[src/rtl/branch_resolve_stage.sv]
// branch_resolve_stage: two-stage pipelined RV32 branch resolution with valid/ready flow control
module branch_resolve_stage #(
    parameter int N     = 32,
    parameter int CNT_W = 16
) (
    input  logic             clk,
    input  logic             rst_n,
    input  logic             flush,
    input  logic             in_valid,
    output logic             in_ready,
    input  logic [2:0]       in_funct3,
    input  logic [N-1:0]     in_rs1,
    input  logic [N-1:0]     in_rs2,
    input  logic [N-1:0]     in_pc,
    input  logic [N-1:0]     in_imm,
    output logic             out_valid,
    input  logic             out_ready,
    output logic             out_taken,
    output logic             out_illegal,
    output logic [N-1:0]     out_target,
    output logic [N-1:0]     out_next_pc,
    output logic [CNT_W-1:0] resolved_cnt,
    output logic [CNT_W-1:0] taken_cnt
);
    logic         s1_valid;
    logic [2:0]   s1_funct3;
    logic [N-1:0] s1_rs1, s1_rs2, s1_pc, s1_imm;
    logic         s2_valid, s2_taken, s2_illegal;
    logic [N-1:0] s2_target, s2_next_pc;
    logic         adv1, adv2, fire;
    logic         eq, lts, ltu, cond, illegal, taken;
    logic [N-1:0] target, pc4, next_pc;

    assign adv2        = ~s2_valid | out_ready;
    assign adv1        = ~s1_valid | adv2;
    assign in_ready    = adv1;
    assign fire        = s2_valid & out_ready & ~flush;
    assign out_valid   = s2_valid;
    assign out_taken   = s2_taken;
    assign out_illegal = s2_illegal;
    assign out_target  = s2_target;
    assign out_next_pc = s2_next_pc;

    // Resolve the op held in S1: compare operands, decode funct3, form both candidate PCs
    always_comb begin
        eq      = s1_rs1 == s1_rs2;
        lts     = $signed(s1_rs1) < $signed(s1_rs2);
        ltu     = s1_rs1 < s1_rs2;
        target  = s1_pc + s1_imm;
        pc4     = s1_pc + N'(4);
        illegal = s1_funct3[2:1] == 2'b01;
        cond    = s1_funct3[2] ? (s1_funct3[1] ? ltu : lts) : eq;
        taken   = ~illegal & (cond ^ s1_funct3[0]);
        next_pc = taken ? target : pc4;
    end

    // Pipeline registers: S1 captures the raw op, S2 captures the resolved result
    always_ff @(posedge clk or negedge rst_n) begin
        if (!rst_n) begin
            s1_valid   <= 1'b0;
            s1_funct3  <= '0;
            s1_rs1     <= '0;
            s1_rs2     <= '0;
            s1_pc      <= '0;
            s1_imm     <= '0;
            s2_valid   <= 1'b0;
            s2_taken   <= 1'b0;
            s2_illegal <= 1'b0;
            s2_target  <= '0;
            s2_next_pc <= '0;
        end else if (flush) begin
            s1_valid <= 1'b0;
            s2_valid <= 1'b0;
        end else begin
            if (adv1) begin
                s1_valid <= in_valid;
                if (in_valid) begin
                    s1_funct3 <= in_funct3;
                    s1_rs1    <= in_rs1;
                    s1_rs2    <= in_rs2;
                    s1_pc     <= in_pc;
                    s1_imm    <= in_imm;
                end
            end
            if (adv2) begin
                s2_valid <= s1_valid;
                if (s1_valid) begin
                    s2_taken   <= taken;
                    s2_illegal <= illegal;
                    s2_target  <= target;
                    s2_next_pc <= next_pc;
                end
            end
        end
    end

    // Saturating performance counters, bumped only on a completed downstream handshake
    always_ff @(posedge clk or negedge rst_n) begin
        if (!rst_n) begin
            resolved_cnt <= '0;
            taken_cnt    <= '0;
        end else if (fire) begin
            if (resolved_cnt != '1) resolved_cnt <= resolved_cnt + CNT_W'(1);
            if (s2_taken && taken_cnt != '1) taken_cnt <= taken_cnt + CNT_W'(1);
        end
    end
endmodule

[config.mk]
export PLATFORM = sky130hd
export DESIGN_NAME = branch_resolve_stage
export DESIGN_NICKNAME = d
export VERILOG_FILES = /design/src/rtl/branch_resolve_stage.sv
export SDC_FILE = /design/constraint.sdc
export NUM_CORES = 1
export LEC_CHECK = 0
export ABC_AREA = 1
export CAP_MARGIN = 20
export CORE_UTILIZATION = 40
export CTS_CLUSTER_SIZE = 40
export DETAILED_ROUTE_END_ITERATION = 10
export PLACE_DENSITY_LB_ADDON = 0.15
export SLEW_MARGIN = 30
export SYNTH_ARGS = -nofsm -noshare
export SYNTH_HDL_FRONTEND = slang
export SYNTH_SLANG_ARGS = --single-unit
[constraint.sdc]
create_clock -name clk -period 2.5 [get_ports clk]
set_input_delay 0.75 -clock clk [delete_from_list [all_inputs] [get_ports clk]]
set_output_delay 0.75 -clock clk [all_outputs]
set_load 0.05 [all_outputs]
# Word level (Yosys, flattened, before mapping)
# Cells that the tools add are included.
[word_totals]
output_inout_bits = 100
in_bits = 136
regBits = 231
wordCells = 47
[classes]
n_eq_ne = 4
n_mux = 7
bitwise_logic = 10
add_sub_neg = 4
reduce_logical = 7
order_cmp = 2
[op_table]
columns = ["cell", "count"]
rows = [
  ["32-bit < comparator", 2],
  ["16-bit by 1-bit adder with 16-bit output, second input constant", 2],
  ["32-bit by 3-bit adder with 32-bit output, second input constant", 1],
  ["32-bit adder", 1],
  ["32-bit equality test", 1],
  ["32-bit 2-to-1 mux", 1],
  ["16-bit inequality test, second input constant", 2],
  ["1-bit 2-to-1 mux", 6],
  ["3-bit AND reduction", 2],
  ["1-bit NOT", 4],
  ["2-bit AND reduction", 2],
  ["2-bit nonzero test", 2],
  ["1-bit AND", 3],
  ["2-bit by 1-bit equality test with 1-bit output, second input constant", 1],
  ["1-bit OR", 2],
  ["1-bit logical AND", 1],
  ["1-bit XOR", 1],
]

# Depth between registers and ports, before layout
# Gate-level depths: netlist (run 1).
[depth]
word_depth = 6
depth_mapped = 20
depth_no_buf = 20

# Least setup slack after synthesis (run 1)
# OpenSTA, ideal clock, no wires.
[synth_path]
path_type = "input to register"
start = "in out_ready"
end = "reg s1_imm[26]"
path_stages = 6
path_slack_ps = -14
n_path_buf = 2
arrival_time_ps = 2389
t_required_ps = 2375
setup_time_ps = 125
path_cell_list = "nor2_1 > nand2_1 > nand3_1 > clkbuf_1 > buf_1 > mux2_2"
[synth_between]
elab_chain_cells = 3
[synth_rtl]
columns = ["element", "line", "text"]
rows = [
  ["from (decl)", "17", "input logic out_ready,"],
  ["1-bit OR", "34", "assign adv2 = ~s2_valid | out_ready;"],
  ["1-bit OR", "35", "assign adv1 = ~s1_valid | adv2;"],
  ["via in_ready", "10", "output logic in_ready,"],
  ["3-bit AND reduction (no line)", "-", ""],
  ["to (signal assigned)", "82", "s1_imm <= in_imm;"],
  ["to (decl)", "27", "logic [N-1:0] s1_rs1, s1_rs2, s1_pc, s1_imm;"],
]
# The timed path passes the listed nets, and every way through them passes these cells.
# A chain may end at the register's enable or synchronous reset.

# Final worst setup path (run 1)
[layout_path]
start = "reg s2_target[31] (netlist: out_target[31])"
end = "out out_target[31]"
[layout_rtl]
columns = ["element", "line", "text"]
rows = [
  ["from (decl)", "29", "logic [N-1:0] s2_target, s2_next_pc;"],
  ["from (signal assigned)", "90", "s2_target <= target;"],
  ["to (decl)", "20", "output logic [N-1:0] out_target,"],
]
# No word-level cell between the ends.

==> flow_summary.yaml, run 1 <==
worst_setup_path:
  reg2reg_depth: 16
  rr_endpoint: "out_next_pc[27]$_DFFE_PN0P_"
  endpoint_kind: "output port"
  cp_cell_sequence: "clkdlybuf4s50_1"
  crit_required_ns: 1.75
  cpPeakStageDelay_ns: 0.81
  critPathKind: "register to output port"
  crit_path_top_delay_cell: "clkdlybuf4s50_1"
  worstSetupStartpoint: "out_target[31]$_DFFE_PN0P_"
  crit_path_start_kind: "register"
  worstPathMaxFanout: 2
  critPathBufInv: 1
  timing.reg2reg.setup_slack_ns: 0.14
  critPathTopFamily: "buffers and inverters"
  path_depth: 1
  cp.arrival_ns: 1.71
  regToRegStartpoint: "s1_rs1[21]$_DFFE_PN0P_"
  cp-endpoint: "out_target[31]"
clock_tree:
  cts-root-buf: "clkbuf_16"
  cts_tree: "built"
  hold_buffers: 0
  worstSkewPairLatency_ns: 0.54
  cts_buffers: 27
  cts_buffer_depth: 3
  cts-htree-levels: 1
  clk_pin_slew_worst_paths_ns: 0.06
  cts.sinks: 231
synthesis:
  ys_async_sr_fraction_pct: 100
  yosys_most_used_dff: "dfrtp_1"
  ys_types: 43
  synth_cells: 1358
  syn_nets: 1561
  yosys-top-cells-area: "dfrtp_1 (47%), nand2_1 (7.9%), mux2_2 (7.8%)"
  ys_ff_latch: 231
  synth_top_area_cell: "dfrtp_1"
  synth_edf_count: 0
  yosys-top-cells-count: "nand2_1 (261), dfrtp_1 (231), nor2_1 (128), inv_1 (117), nand3_1 (116)"
  syn-cell-area_mm2: 0.0124
  synth_most_common_cell: "nand2_1"
  yosysSeqAreaShare_pct: 46.8
  synth_top_area_share_pct: 46.8
  yosysWarningCount: 0
  syn_avg_cell_area_um2: 9.10
detailed_routing:
  drc_errors: 0
  vias: 10340
  firstDrtPassIters: 6
  drt_iter0_drc: 708
  wl_per_cell_um: 16.6
  postRouteAntennaNets: 0
  vias_per_cell: 4.96
  drt_wl_total_mm: 34.6
power:
  power.density_mw_per_mm2: 945
  power.total_uw: 16200
  leakagePower_uw: 0.00843
  vdd_ir_drop_max_mv: 0.479
grt:
  grt_pass1_vias: 10160
  antenna_found_initial: 7
  gr-usage-met1_pct: 32.4
  grt_overflow_total: 0
  grt_pass1_wl_mm: 54.5
  grt_usage_pct: 22.2
  met2_usage_pct: 33.2
  busiest_layer: "met2"
  use_met3_pct: 4.69
  grt_max_degree: 67
hold_path:
  hold_class: "input pin to async pin"
final_layout:
  area_growth_pct: 39.0
  nets: 1876
  fin_area_mm2: 0.0172
  drive_gt1_share_pct: 18.2
timing:
  maxSlewViolCount: 0
  rsz0062_at_grt: "true"
  slew-limit-headroom_pct: 65.0
  hold_viol: 0
  setup_violations: 0
  max_freq_mhz: 406
  post-route-min-period_ns: 2.46
  fin_skew_ns: 0.00952
  setup_tns_ns: 0
  fin_ws_ns: 0.0397
  holdWs_ns: 0.0845
  fin_crit_sh_pct: 98.4
  worst_pin_slew_ns: 0.524
place:
  post-place-ws_ns: -0.150
  gp_congestion: 0.890
  dpl.hpwl_mm: 26.8
  port_buffers: 235
  placed_area_mm2: 0.0159
floorplan:
  dieWidth_um: 178
  core-area_mm2: 0.0300
  rows: 63
  start_util_pct: 41.2
  pin_count: 236
  die_area_mm2: 0.0316
  die_h_um: 178
run:
  maxCapViolCount: 0
run_status:
  outcome: "finished clean"
-- flip-flops by register name, indices dropped and copies added, names as in the netlist --
register / flops
resolved_cnt: 16
taken_cnt: 16
s1_rs1: 32
out_next_pc: 32
s1_imm: 32
out_illegal: 1
out_taken: 1
s1_funct3: 3
s1_rs2: 32
s1_pc: 32
out_target: 32
out_valid: 1
s1_valid: 1
-- worst min-delay path by stage --
stage / startpoint / endpoint / slack, ns
floorplan: rst_n / out_illegal$_DFFE_PN0P_ / 0.45
global placement: out_target[15]$_DFFE_PN0P_ / out_target[15]$_DFFE_PN0P_ / 0.47
detailed placement: out_target[11]$_DFFE_PN0P_ / out_target[11]$_DFFE_PN0P_ / 0.47
CTS: rst_n / resolved_cnt[8]$_DFFE_PN0P_ / 0.07
global route: rst_n / taken_cnt[5]$_DFFE_PN0P_ / 0.09
finish: rst_n / taken_cnt[5]$_DFFE_PN0P_ / 0.08
-- cells by family (layout without fill, tap and decap cells) --
| family | Yosys count | count (layout) | share of synthesized area, % |
|---|---|---|---|
| other | 0 | 3 | 0 |
| flip-flops | 231 | 231 | 46.8 |
| XOR/XNOR | 73 | 73 | 5.17 |
| AO/OA/AOI/OAI | 174 | 174 | 7.82 |
| adder cells (fa/ha/maj) | 67 | 67 | 6.84 |
| buffers and inverters | 161 | 494 | 5.13 |
| AND/OR/NAND/NOR | 566 | 566 | 20.4 |
| multiplexers | 86 | 86 | 7.84 |
-- report_power, final --
| part | internal [uW] | switching (uW) | leakage [uW] |
|---|---|---|---|
| registers | 4570 | 589 | 0.00276 |
| clock network | 2410 | 1540 | 0.000428 |
| logic | 2680 | 4440 | 0.00524 |
-- metrics by stage --
step	std cells	utilization [%]
2_1_floorplan	1358	-
3_3_place_gp	2029	52.8
6_report	2084	57.2
4_1_cts	2076	55.6
5_1_grt	2083	57.2
3_5_place_dp	2029	52.8
-- layout by cell type, fill, tap and decap left out, drive strengths merged, types with 3 or more instances in the layout --
master / n
a21o: 9
a21oi: 101
a31oi: 13
buf: 91
bufinv: 3
clkbuf: 43
clkdlybuf4s50: 169
dfrtp: 231
diode: 3
dlygate4sd2: 41
dlymetal6s2s: 23
ha: 66
inv: 122
mux2: 86
nand2: 265
nand3: 121
nand3b: 5
nand4: 23
nor2: 133
nor3: 12
o21a: 8
o21ai: 36
or2: 3
xnor2: 32
xor2: 41
-- repair_timing --
item,CTS,global route
endpoints found under the setup margin,41,66
setup buffers,0,1
cloned,0,4
resized for setup,41,87
pin swaps,0,16
-- metal layers --
layer | vias to the layer above | part of all wire [%] | wire length (um)
li1 | 5164 | - | -
met1 | 4859 | 48 | 16700
met2 | 271 | 43 | 15000
met3 | 42 | 6.2 | 2150
met4 | 4 | 2.2 | 760
met5 | - | 0.078 | 27
-- area by class of cell --
cell class / instances / area (um^2)
Clock inverter: 7 / 120
Tap cell: 390 / 488
Inverter: 120 / 450
Multi-Input combinational cell: 966 / 6280
Timing Repair Buffer: 327 / 3280
Sequential cell: 231 / 5780
Fill cell: 2710 / 12900
Antenna cell: 3 / 7.51
Clock buffer: 40 / 764
No activity file was read; power rests on OpenSTA's default activity.
==> run 2, diff against run 1 <==
--- a/config.mk
+++ b/config.mk
@@ -7,6 +7,7 @@
 export LEC_CHECK = 0
 export ABC_AREA = 1
 export CAP_MARGIN = 20
+export CORE_ASPECT_RATIO = 1.4
 export CORE_UTILIZATION = 40
 export CTS_CLUSTER_SIZE = 40
 export DETAILED_ROUTE_END_ITERATION = 10
==> flow_summary.yaml, run 2 (synthesis gave the netlist of run 1 again) <==
power:
  power.density_mw_per_mm2: 939
  power.total_uw: 16200
  vdd_ir_drop_max_mv: 0.497
  leakagePower_uw: 0.00863
clock_tree:
  cts.sinks: 231
  cts_buffers: 26
  clk_pin_slew_worst_paths_ns: 0.06
  worstSkewPairLatency_ns: 0.55
  cts_tree: "built"
  cts-root-buf: "clkbuf_16"
  cts-htree-levels: 1
  cts_buffer_depth: 3
detailed_routing:
  drt_wl_total_mm: 34.5
  drc_errors: 0
  firstDrtPassIters: 5
  wl_per_cell_um: 16.6
  vias_per_cell: 5.03
  vias: 10420
  postRouteAntennaNets: 0
  drt_iter0_drc: 425
floorplan:
  start_util_pct: 40.9
  dieWidth_um: 151
  pin_count: 236
  rows: 75
  die_h_um: 210
  core-area_mm2: 0.0302
  die_area_mm2: 0.0316
worst_setup_path:
  critPathTopFamily: "buffers and inverters"
  crit_path_top_delay_cell: "clkdlybuf4s50_1"
  cp_cell_sequence: "clkdlybuf4s50_1"
  cpPeakStageDelay_ns: 0.83
  crit_required_ns: 1.75
  crit_path_start_kind: "register"
  cp.arrival_ns: 1.72
  critPathKind: "register to output port"
  worstPathMaxFanout: 2
  critPathBufInv: 1
  endpoint_kind: "output port"
timing:
  setup_tns_ns: 0
  setup_violations: 0
  slew-limit-headroom_pct: 62.8
  post-route-min-period_ns: 2.47
  hold_viol: 0
  maxSlewViolCount: 0
  worst_pin_slew_ns: 0.558
  rsz0062_at_grt: "true"
  fin_skew_ns: 0.00910
  holdWs_ns: 0.127
  max_freq_mhz: 405
  fin_crit_sh_pct: 98.7
final_layout:
  final_common_cell: "nand2_1"
  insertedDiodeCount: 0
  area_growth_pct: 39.8
  nets: 1870
  drive_gt1_share_pct: 19.8
  final_cell_mix: "nand2_1 (245), dfrtp_1 (231), clkdlybuf4s50_1 (147)"
grt:
  antenna_found_initial: 0
  grt_pass1_vias: 10589
  grt_max_degree: 71
  grt_overflow_total: 0
  grt_pass1_wl_mm: 54.2
  grt_usage_pct: 21.8
place:
  port_buffers: 235
  dpl.hpwl_mm: 26.1
  gp_congestion: 0.886
run_status:
  outcome: "finished clean"
run:
  maxCapViolCount: 0
hold_path:
  hold_class: "input pin to async pin"
-- run 2: cell count changes in the layout (fill, tap and decap cells not counted), sizes merged --
cell	before	now
clkdlybuf4s50	169	147
dlygate4sd2	41	52
dlymetal6s2s	23	34
clkinv	1	7
buf	91	86
diode	3	0
bufinv	3	1
inv	122	120
clkbuf	43	42
clkinvlp	1	0
-- run 2: path summary, 6_finish.rpt --
| kind | from | endpoint | slack, ns | cells after the start |
|---|---|---|---|---|
| min reg2reg | out_target[24]$_DFFE_PN0P_ | out_target[24]$_DFFE_PN0P_ | 0.47 | 2 |
| min in group clk | out_target[24]$_DFFE_PN0P_ | out_target[24]$_DFFE_PN0P_ | 0.47 | 2 |
| max | out_next_pc[16]$_DFFE_PN0P_ | out_next_pc[16] | 0.03 | 1 |
| max in group asynchronous | rst_n | s1_rs2[17]$_DFFE_PN0P_ | 1.70 | 2 |
| min | rst_n | taken_cnt[10]$_DFFE_PN0P_ | 0.13 | 1 |
| max reg2reg | s1_rs1[24]$_DFFE_PN0P_ | out_next_pc[2]$_DFFE_PN0P_ | 0.08 | 15 |
-- run 2: layout make-up --
class	instances	area, um^2
inverters	120	450
multi-input cells	966	6470
flip-flops and latches	231	5780
clock buffers	39	801
clock inverters	8	65.1
fillers	2772	12900
repair buffers	322	3230
well taps	385	482
-- run 2: timing repair --
action / 4_1_cts / 5_1_grt
hold buffers: 0 / 0
gates resized for setup: 52 / 137
endpoints found under the setup margin: 52 / 78
buffers inserted: 0 / 8
pin swaps: 0 / 46
cloned: 0 / 4
-- run 2: power by group --
part           total (uW)  internal (uW)  switching (uW)
combinational        7250           2680            4570
sequential           5120           4570             555
clock                3850           2300            1550
total               16200           9550            6680
-- run 2: layer usage --
metal  global-route usage [%]  vias to the layer above  part of all wire, %
met5                        0                        -                    0
met4                     6.58                        0                  2.5
met3                     4.65                       56                  6.3
met2                     38.2                      269                   51
met1                     26.6                     4964                   40
li1                         -                     5131                    -
-- run 2: through the flow --
step	setup WS [ns]	utilization, %	cells	cell area [um^2]
6_report	0.0333	57.2	2071	17300
5_1_grt	-0.0628	57.2	2071	17300
4_1_cts	0.000508	54.7	2059	16500
3_5_place_dp	-0.155	52.1	2012	15700
3_3_place_gp	-0.104	52.1	2012	15700
2_1_floorplan	0.135	-	1358	12400
==> run 3, diff against run 2 <==
--- a/config.mk
+++ b/config.mk
@@ -6,7 +6,6 @@
 export NUM_CORES = 1
 export LEC_CHECK = 0
 export ABC_AREA = 1
-export CAP_MARGIN = 20
 export CORE_ASPECT_RATIO = 1.4
 export CORE_UTILIZATION = 40
 export CTS_CLUSTER_SIZE = 40
==> results of run 3 <==
Same layout as run 2: the final DEF is identical, and so are final timing and power.
